$ cat config.mk
export PLATFORM = sky130hd
export DESIGN_NAME = ft245_sync_emu
export DESIGN_NICKNAME = d
export VERILOG_FILES = /design/src/rtl/ft245_sync_emu.sv
export SDC_FILE = /design/constraint.sdc
export NUM_CORES = 1
export LEC_CHECK = 0
export ABC_CLOCK_PERIOD_IN_PS = 4750
export CAP_MARGIN = 20
export CORE_MARGIN = 4
export CORE_UTILIZATION = 55
export CTS_BUF_LIST = sky130_fd_sc_hd__clkbuf_4 sky130_fd_sc_hd__clkbuf_8
export DETAILED_ROUTE_END_ITERATION = 10
export PLACE_DENSITY = 0.81
export RECOVER_POWER = 25
export REMOVE_ABC_BUFFERS = 1
export SETUP_SLACK_MARGIN = 0.4
export SYNTH_ARGS = -nofsm -noshare
export SYNTH_HDL_FRONTEND = slang
export SYNTH_SLANG_ARGS = --single-unit
$ cat constraint.sdc
create_clock -name clk -period 4.75 [get_ports clk]
set_input_delay 0.95 -clock clk [delete_from_list [all_inputs] [get_ports clk]]
set_output_delay 0.95 -clock clk [all_outputs]
set_load 0.1 [all_outputs]
$ cat src/rtl/ft245_sync_emu.sv
// ft245_sync_emu: device-side emulator of the FT245 synchronous FIFO bus.
// Holds a host->master RX buffer and a master->host TX buffer, and presents
// ft_rxf_n / ft_txe_n / read data the way the USB bridge chip does.
// Optional build macro: FT245_EMU_SIWU_EN (packetised release of captured
// bytes, flushed early by ft_siwu_n).
module ft245_sync_emu #(
  parameter int DEPTH_LOG2 = 4,
  parameter int PKT_BYTES  = 8
) (
  input  logic       clk,
  input  logic       rst,
  input  logic [7:0] ft_data_in,
  output logic [7:0] ft_data_out,
  output logic       ft_data_oe,
  output logic       ft_rxf_n,
  output logic       ft_txe_n,
  input  logic       ft_rd_n,
  input  logic       ft_wr_n,
  input  logic       ft_oe_n,
  input  logic       ft_siwu_n,
  input  logic [7:0] host_wdata,
  input  logic       host_wvalid,
  output logic       host_wready,
  output logic [7:0] host_rdata,
  output logic       host_rvalid,
  input  logic       host_rready,
  output logic       rd_err,
  output logic       wr_err
);

  localparam int DEPTH = 1 << DEPTH_LOG2;
  localparam int CW    = DEPTH_LOG2 + 1;

  typedef logic [CW-1:0]         cnt_t;
  typedef logic [DEPTH_LOG2-1:0] ptr_t;

  localparam cnt_t DEPTH_C = cnt_t'(DEPTH);
  localparam cnt_t PKT_C   = cnt_t'(PKT_BYTES);

  logic [7:0] rx_mem [DEPTH];
  logic [7:0] tx_mem [DEPTH];

  ptr_t rx_wptr, rx_rptr, tx_wptr, tx_rptr;
  cnt_t rx_count, rx_count_nxt, tx_count, tx_count_nxt;

  logic rx_push, rx_pop, tx_wr, tx_pop;

  assign rx_push = host_wvalid & host_wready;
  assign rx_pop  = ~ft_rd_n & ~ft_rxf_n;
  assign tx_wr   = ~ft_wr_n & ~ft_txe_n;
  assign tx_pop  = host_rvalid & host_rready;

  assign host_wready = (rx_count != DEPTH_C);
  assign ft_data_oe  = ~ft_oe_n;

  // Head bytes fall through; an empty buffer presents zero instead of stale data
  assign ft_data_out = (rx_count != '0) ? rx_mem[rx_rptr] : 8'h00;
  assign host_rdata  = (tx_count != '0) ? tx_mem[tx_rptr] : 8'h00;

  // Next occupancy of both buffers; simultaneous push and pop cancel out
  always_comb begin
    rx_count_nxt = rx_count;
    tx_count_nxt = tx_count;
    if (rx_push && !rx_pop)
      rx_count_nxt = rx_count + cnt_t'(1);
    else if (!rx_push && rx_pop)
      rx_count_nxt = rx_count - cnt_t'(1);
    if (tx_wr && !tx_pop)
      tx_count_nxt = tx_count + cnt_t'(1);
    else if (!tx_wr && tx_pop)
      tx_count_nxt = tx_count - cnt_t'(1);
  end

  // Buffer storage carries no reset; occupancy counters decide validity
  always_ff @(posedge clk) begin
    if (rx_push)
      rx_mem[rx_wptr] <= host_wdata;
    if (tx_wr)
      tx_mem[tx_wptr] <= ft_data_in;
  end

  // Pointers, counters and the registered bus status flags
  always_ff @(posedge clk or posedge rst) begin
    if (rst) begin
      rx_wptr  <= '0;
      rx_rptr  <= '0;
      tx_wptr  <= '0;
      tx_rptr  <= '0;
      rx_count <= '0;
      tx_count <= '0;
      ft_rxf_n <= 1'b1;
      ft_txe_n <= 1'b1;
    end else begin
      if (rx_push) rx_wptr <= rx_wptr + ptr_t'(1);
      if (rx_pop)  rx_rptr <= rx_rptr + ptr_t'(1);
      if (tx_wr)   tx_wptr <= tx_wptr + ptr_t'(1);
      if (tx_pop)  tx_rptr <= tx_rptr + ptr_t'(1);
      rx_count <= rx_count_nxt;
      tx_count <= tx_count_nxt;
      ft_rxf_n <= (rx_count_nxt == '0);
      ft_txe_n <= (tx_count_nxt == DEPTH_C);
    end
  end

  // Sticky protocol-violation flags; the offending strobe has no other effect
  always_ff @(posedge clk or posedge rst) begin
    if (rst) begin
      rd_err <= 1'b0;
      wr_err <= 1'b0;
    end else begin
      if (!ft_rd_n && ft_rxf_n) rd_err <= 1'b1;
      if (!ft_wr_n && ft_txe_n) wr_err <= 1'b1;
    end
  end

`ifdef FT245_EMU_SIWU_EN
  logic release_q;

  // SIWU latches an early release; it lapses once the TX buffer has emptied
  always_ff @(posedge clk or posedge rst) begin
    if (rst)
      release_q <= 1'b0;
    else if (!ft_siwu_n)
      release_q <= 1'b1;
    else if (tx_count_nxt == '0)
      release_q <= 1'b0;
  end

  assign host_rvalid = (tx_count != '0) & (release_q | (tx_count >= PKT_C));
`else
  logic unused_siwu;

  assign unused_siwu = ^{ft_siwu_n, PKT_C};
  assign host_rvalid = (tx_count != '0);
`endif

endmodule

==> run metrics <==
routed vias=5,580; drt total wl=between 20,000 and 25,000 µm; GRT Residual Overflow=0; Hold Vio Cnt, Final=0; Peak Freq=~250 MHz; Pre-Repair DR Iteration Count=5; Critical Path RT=about 3.8 ns; CP Data Arrival Time=between 3 and 4 ns; core area=20,430 µm²; worst-case reg-to-reg path depth=6; Clock Tree Buf Depth=3; CTS Buf Count=45; FF+latch count, synth=about 290; post-synthesis sequential area ratio=between 70 and 80%; final setup margin=roughly 0.75 ns; quantity of hold-fixing buffers added after cts=0; area grow syn2layout=13.58%; post-CTS sizing=0; commonest non-fill, non-tap cells in the layout=edfxtp_1 (256), mux4_2 (80), clkbuf_8 (47), buf_4 (30), nor2_1 (29); synthesized cell area=around 12,000 µm²; Avg Synthesized Cell Area=between 20 and 25 µm²; FP Rows=52; largest net degree at the start of global routing=36; post-synth cell types=41; Worst-path clk slew=about 0.06 ns; Initial Util=56.41%; clock latency on the worst-skew pair=between 0.5 and 0.6 ns; Post-CTS Setup Repair Bufs=0; first-pass GRT wire length=approximately 34,000 µm; layout cells sized above 1=between 20% and 30%; Max VDD drop=about 580 µV; Crit. End Element=output port; RSZ-0062 raised after global routing=false; hold depth=1; Setup violations, final=0; Rel. slew slack=14.04%; number of synthesized flops with an enable pin=roughly 260; Post-synth ARST share=10.49%; Worst Hold Class=reg2reg; GRT Resource Usage Total=a little under a fifth; CTS tree=built; Hold Path Sink=wr_err$_DFFE_PP0P_; outcome=completed; Hold Startpoint=wr_err$_DFFE_PP0P_; HPWL Detailed=around 14,000 µm; Crit Path Max Fanout=17; Tightest Pin Transition=between 1 and 1.5 ns; fin. max-slew vios=0; root buffer cell=clkbuf_8; WL/cell=approximately 22 µm; nets=between 600 and 700; cell area after placement=about 12,000 µm²; IO Port Bufs=45; initial drt markers=about 450; Die Span Y=between 150 and 200 µm; minimum clock period after layout=~4 ns; pre-CTS setup slack=about 1.2 ns; power per standard cell area=682.1 nW/µm²; fin crit share=84.16%; H-tree Lvls=2; RR Endpoint=rx_mem[4][7]$_DFFE_PP_; startpoint types=flip-flop; commonest non-fill, non-tap cell in the layout=edfxtp_1; DRC=0; Crit Path Class=reg2out; Max-Cap Viols=0; Filler Cell Count=between 1,000 and 1,500; Total Die Area=roughly 23,000 µm²; antenna viol nets, final=0; I/O pin count=between 40 and 50; Design Area, Final=about 13,000 µm²; CTS sink cnt=286; via density per instance=5.855; worst r2r src=rx_count[0]$_DFF_PP0_; Gate Count Post-Synth=570; Post-synth top flop=edfxtp_1; Die Span X=around 150 µm; R2R Setup Slk=a little under 2 ns; leakage power=4.380 nW; # diodes=0; initial antenna violation count=0; routability cong.=0.7691; Final TNS setup=0 ns; Ys Warns=0; Max Clock Skew=between 0.015 and 0.02 ns; vias in the first global route=5,971
[cell families (layout without fill, tap and decap cells)]
logic type	Yosys count	count (layout)	share of synthesized area [%]
AO/OA/AOI/OAI	16	16	0.8686
adder cells (fa/ha/maj)	16	16	1.694
XOR/XNOR	20	20	1.585
flip-flops	286	286	73.24
buffers and inverters	42	155	1.878
AND/OR/NAND/NOR	107	107	4.799
multiplexers	83	83	15.94
[how the worst max path moves through the flow]
stage	start	endpoint	slack, ns	cells after the start
2_1_floorplan	rx_rptr[0]$_DFFE_PP0P_	ft_data_out[0]	0.35	3
3_3_place_gp	tx_rptr[0]$_DFFE_PP0P_	host_rdata[2]	1.30	5
3_5_place_dp	tx_rptr[0]$_DFFE_PP0P_	host_rdata[4]	1.25	5
4_1_cts	tx_rptr[0]$_DFFE_PP0P_	host_rdata[0]	0.67	5
5_1_grt	tx_rptr[0]$_DFFE_PP0P_	host_rdata[4]	0.56	5
6_report	tx_rptr[0]$_DFFE_PP0P_	host_rdata[0]	0.75	5
[sequential cells by signal, indices dropped and copies added (netlist names)]
register  flops
tx_count      5
rx_count      5
rx_rptr       4
ft_txe_n      1
tx_wptr       4
rd_err        1
rx_wptr       4
wr_err        1
tx_rptr       4
ft_rxf_n      1
rx_mem      128
tx_mem      128
[power breakdown]
group	internal, W	switching [W]	leakage [nW]
registers	0.00311	0.000311	2.66
logic	0.00129	0.00225	1.25
clock network	0.00107	0.000901	0.467
total	0.00546	0.00347	4.38
[synth_stat cells (2+ instances only)]
| library cell | number | area share (%) |
|---|---|---|
| xnor2_1 | 16 | 1.2 |
| buf_6 | 7 | 0.68 |
| nor4_1 | 2 | 0.11 |
| nor2b_1 | 8 | 0.43 |
| maj3_1 | 2 | 0.17 |
| clkbuf_1 | 8 | 0.26 |
| nand2b_1 | 5 | 0.27 |
| buf_2 | 2 | 0.087 |
| a21oi_1 | 2 | 0.087 |
| mux2i_1 | 2 | 0.17 |
| nand2_1 | 26 | 0.85 |
| nand4bb_1 | 2 | 0.20 |
| mux4_2 | 80 | 16 |
| o21ai_0 | 6 | 0.26 |
| dfrtp_1 | 28 | 6.1 |
| o22ai_1 | 3 | 0.16 |
| buf_1 | 11 | 0.36 |
| edfxtp_1 | 256 | 67 |
| a21o_1 | 2 | 0.13 |
| dfstp_2 | 2 | 0.46 |
| nor3_1 | 9 | 0.39 |
| nand3b_1 | 2 | 0.13 |
| ha_1 | 14 | 1.5 |
| xor2_1 | 3 | 0.23 |
| inv_1 | 13 | 0.42 |
| nor2_1 | 29 | 0.94 |
| nand4_1 | 8 | 0.43 |
| and2_1 | 9 | 0.49 |
[critical path, cell delays in order (launching register included)]
cell and delay (ns):
dfrtp_2 0.71, buf_4 0.34, mux4_2 0.55, mux4_2 0.50, and2_1 0.18, buf_4 0.23
[metrics by stage]
stage / hold WS, ns / instances / utilization, % / total power (W)
2_1_floorplan: 0.4936 / 541 / - / 0.006190
3_3_place_gp: 0.4380 / 870 / 59.77 / 0.006913
3_5_place_dp: 0.4517 / 871 / 59.90 / 0.007040
4_1_cts: 0.4650 / 952 / 64.15 / 0.009014
5_1_grt: 0.4802 / 953 / 64.07 / 0.009343
6_report: 0.4573 / 953 / 64.07 / 0.008928
[metal layers]
metal | wire [µm] | track usage [%]
met5 | 0 | 0
met4 | 505 | 5.940
met3 | 1211 | 4.118
met2 | 11350 | 32.35
met1 | 8225 | 23.95
[final cells by class]
type                            count  area, µm²  area share [%]
Inverter                           13      48.80          0.3728
Tap cell                          270      337.8           2.581
Timing Repair Buffer               61      524.3           4.005
Multi-Input combinational cell    242       2868           21.91
Sequential cell                   286       8443           64.50
Clock inverter                     23      138.9           1.061
Clock buffer                       58      729.5           5.573
(Power assumes the default switching activity.)
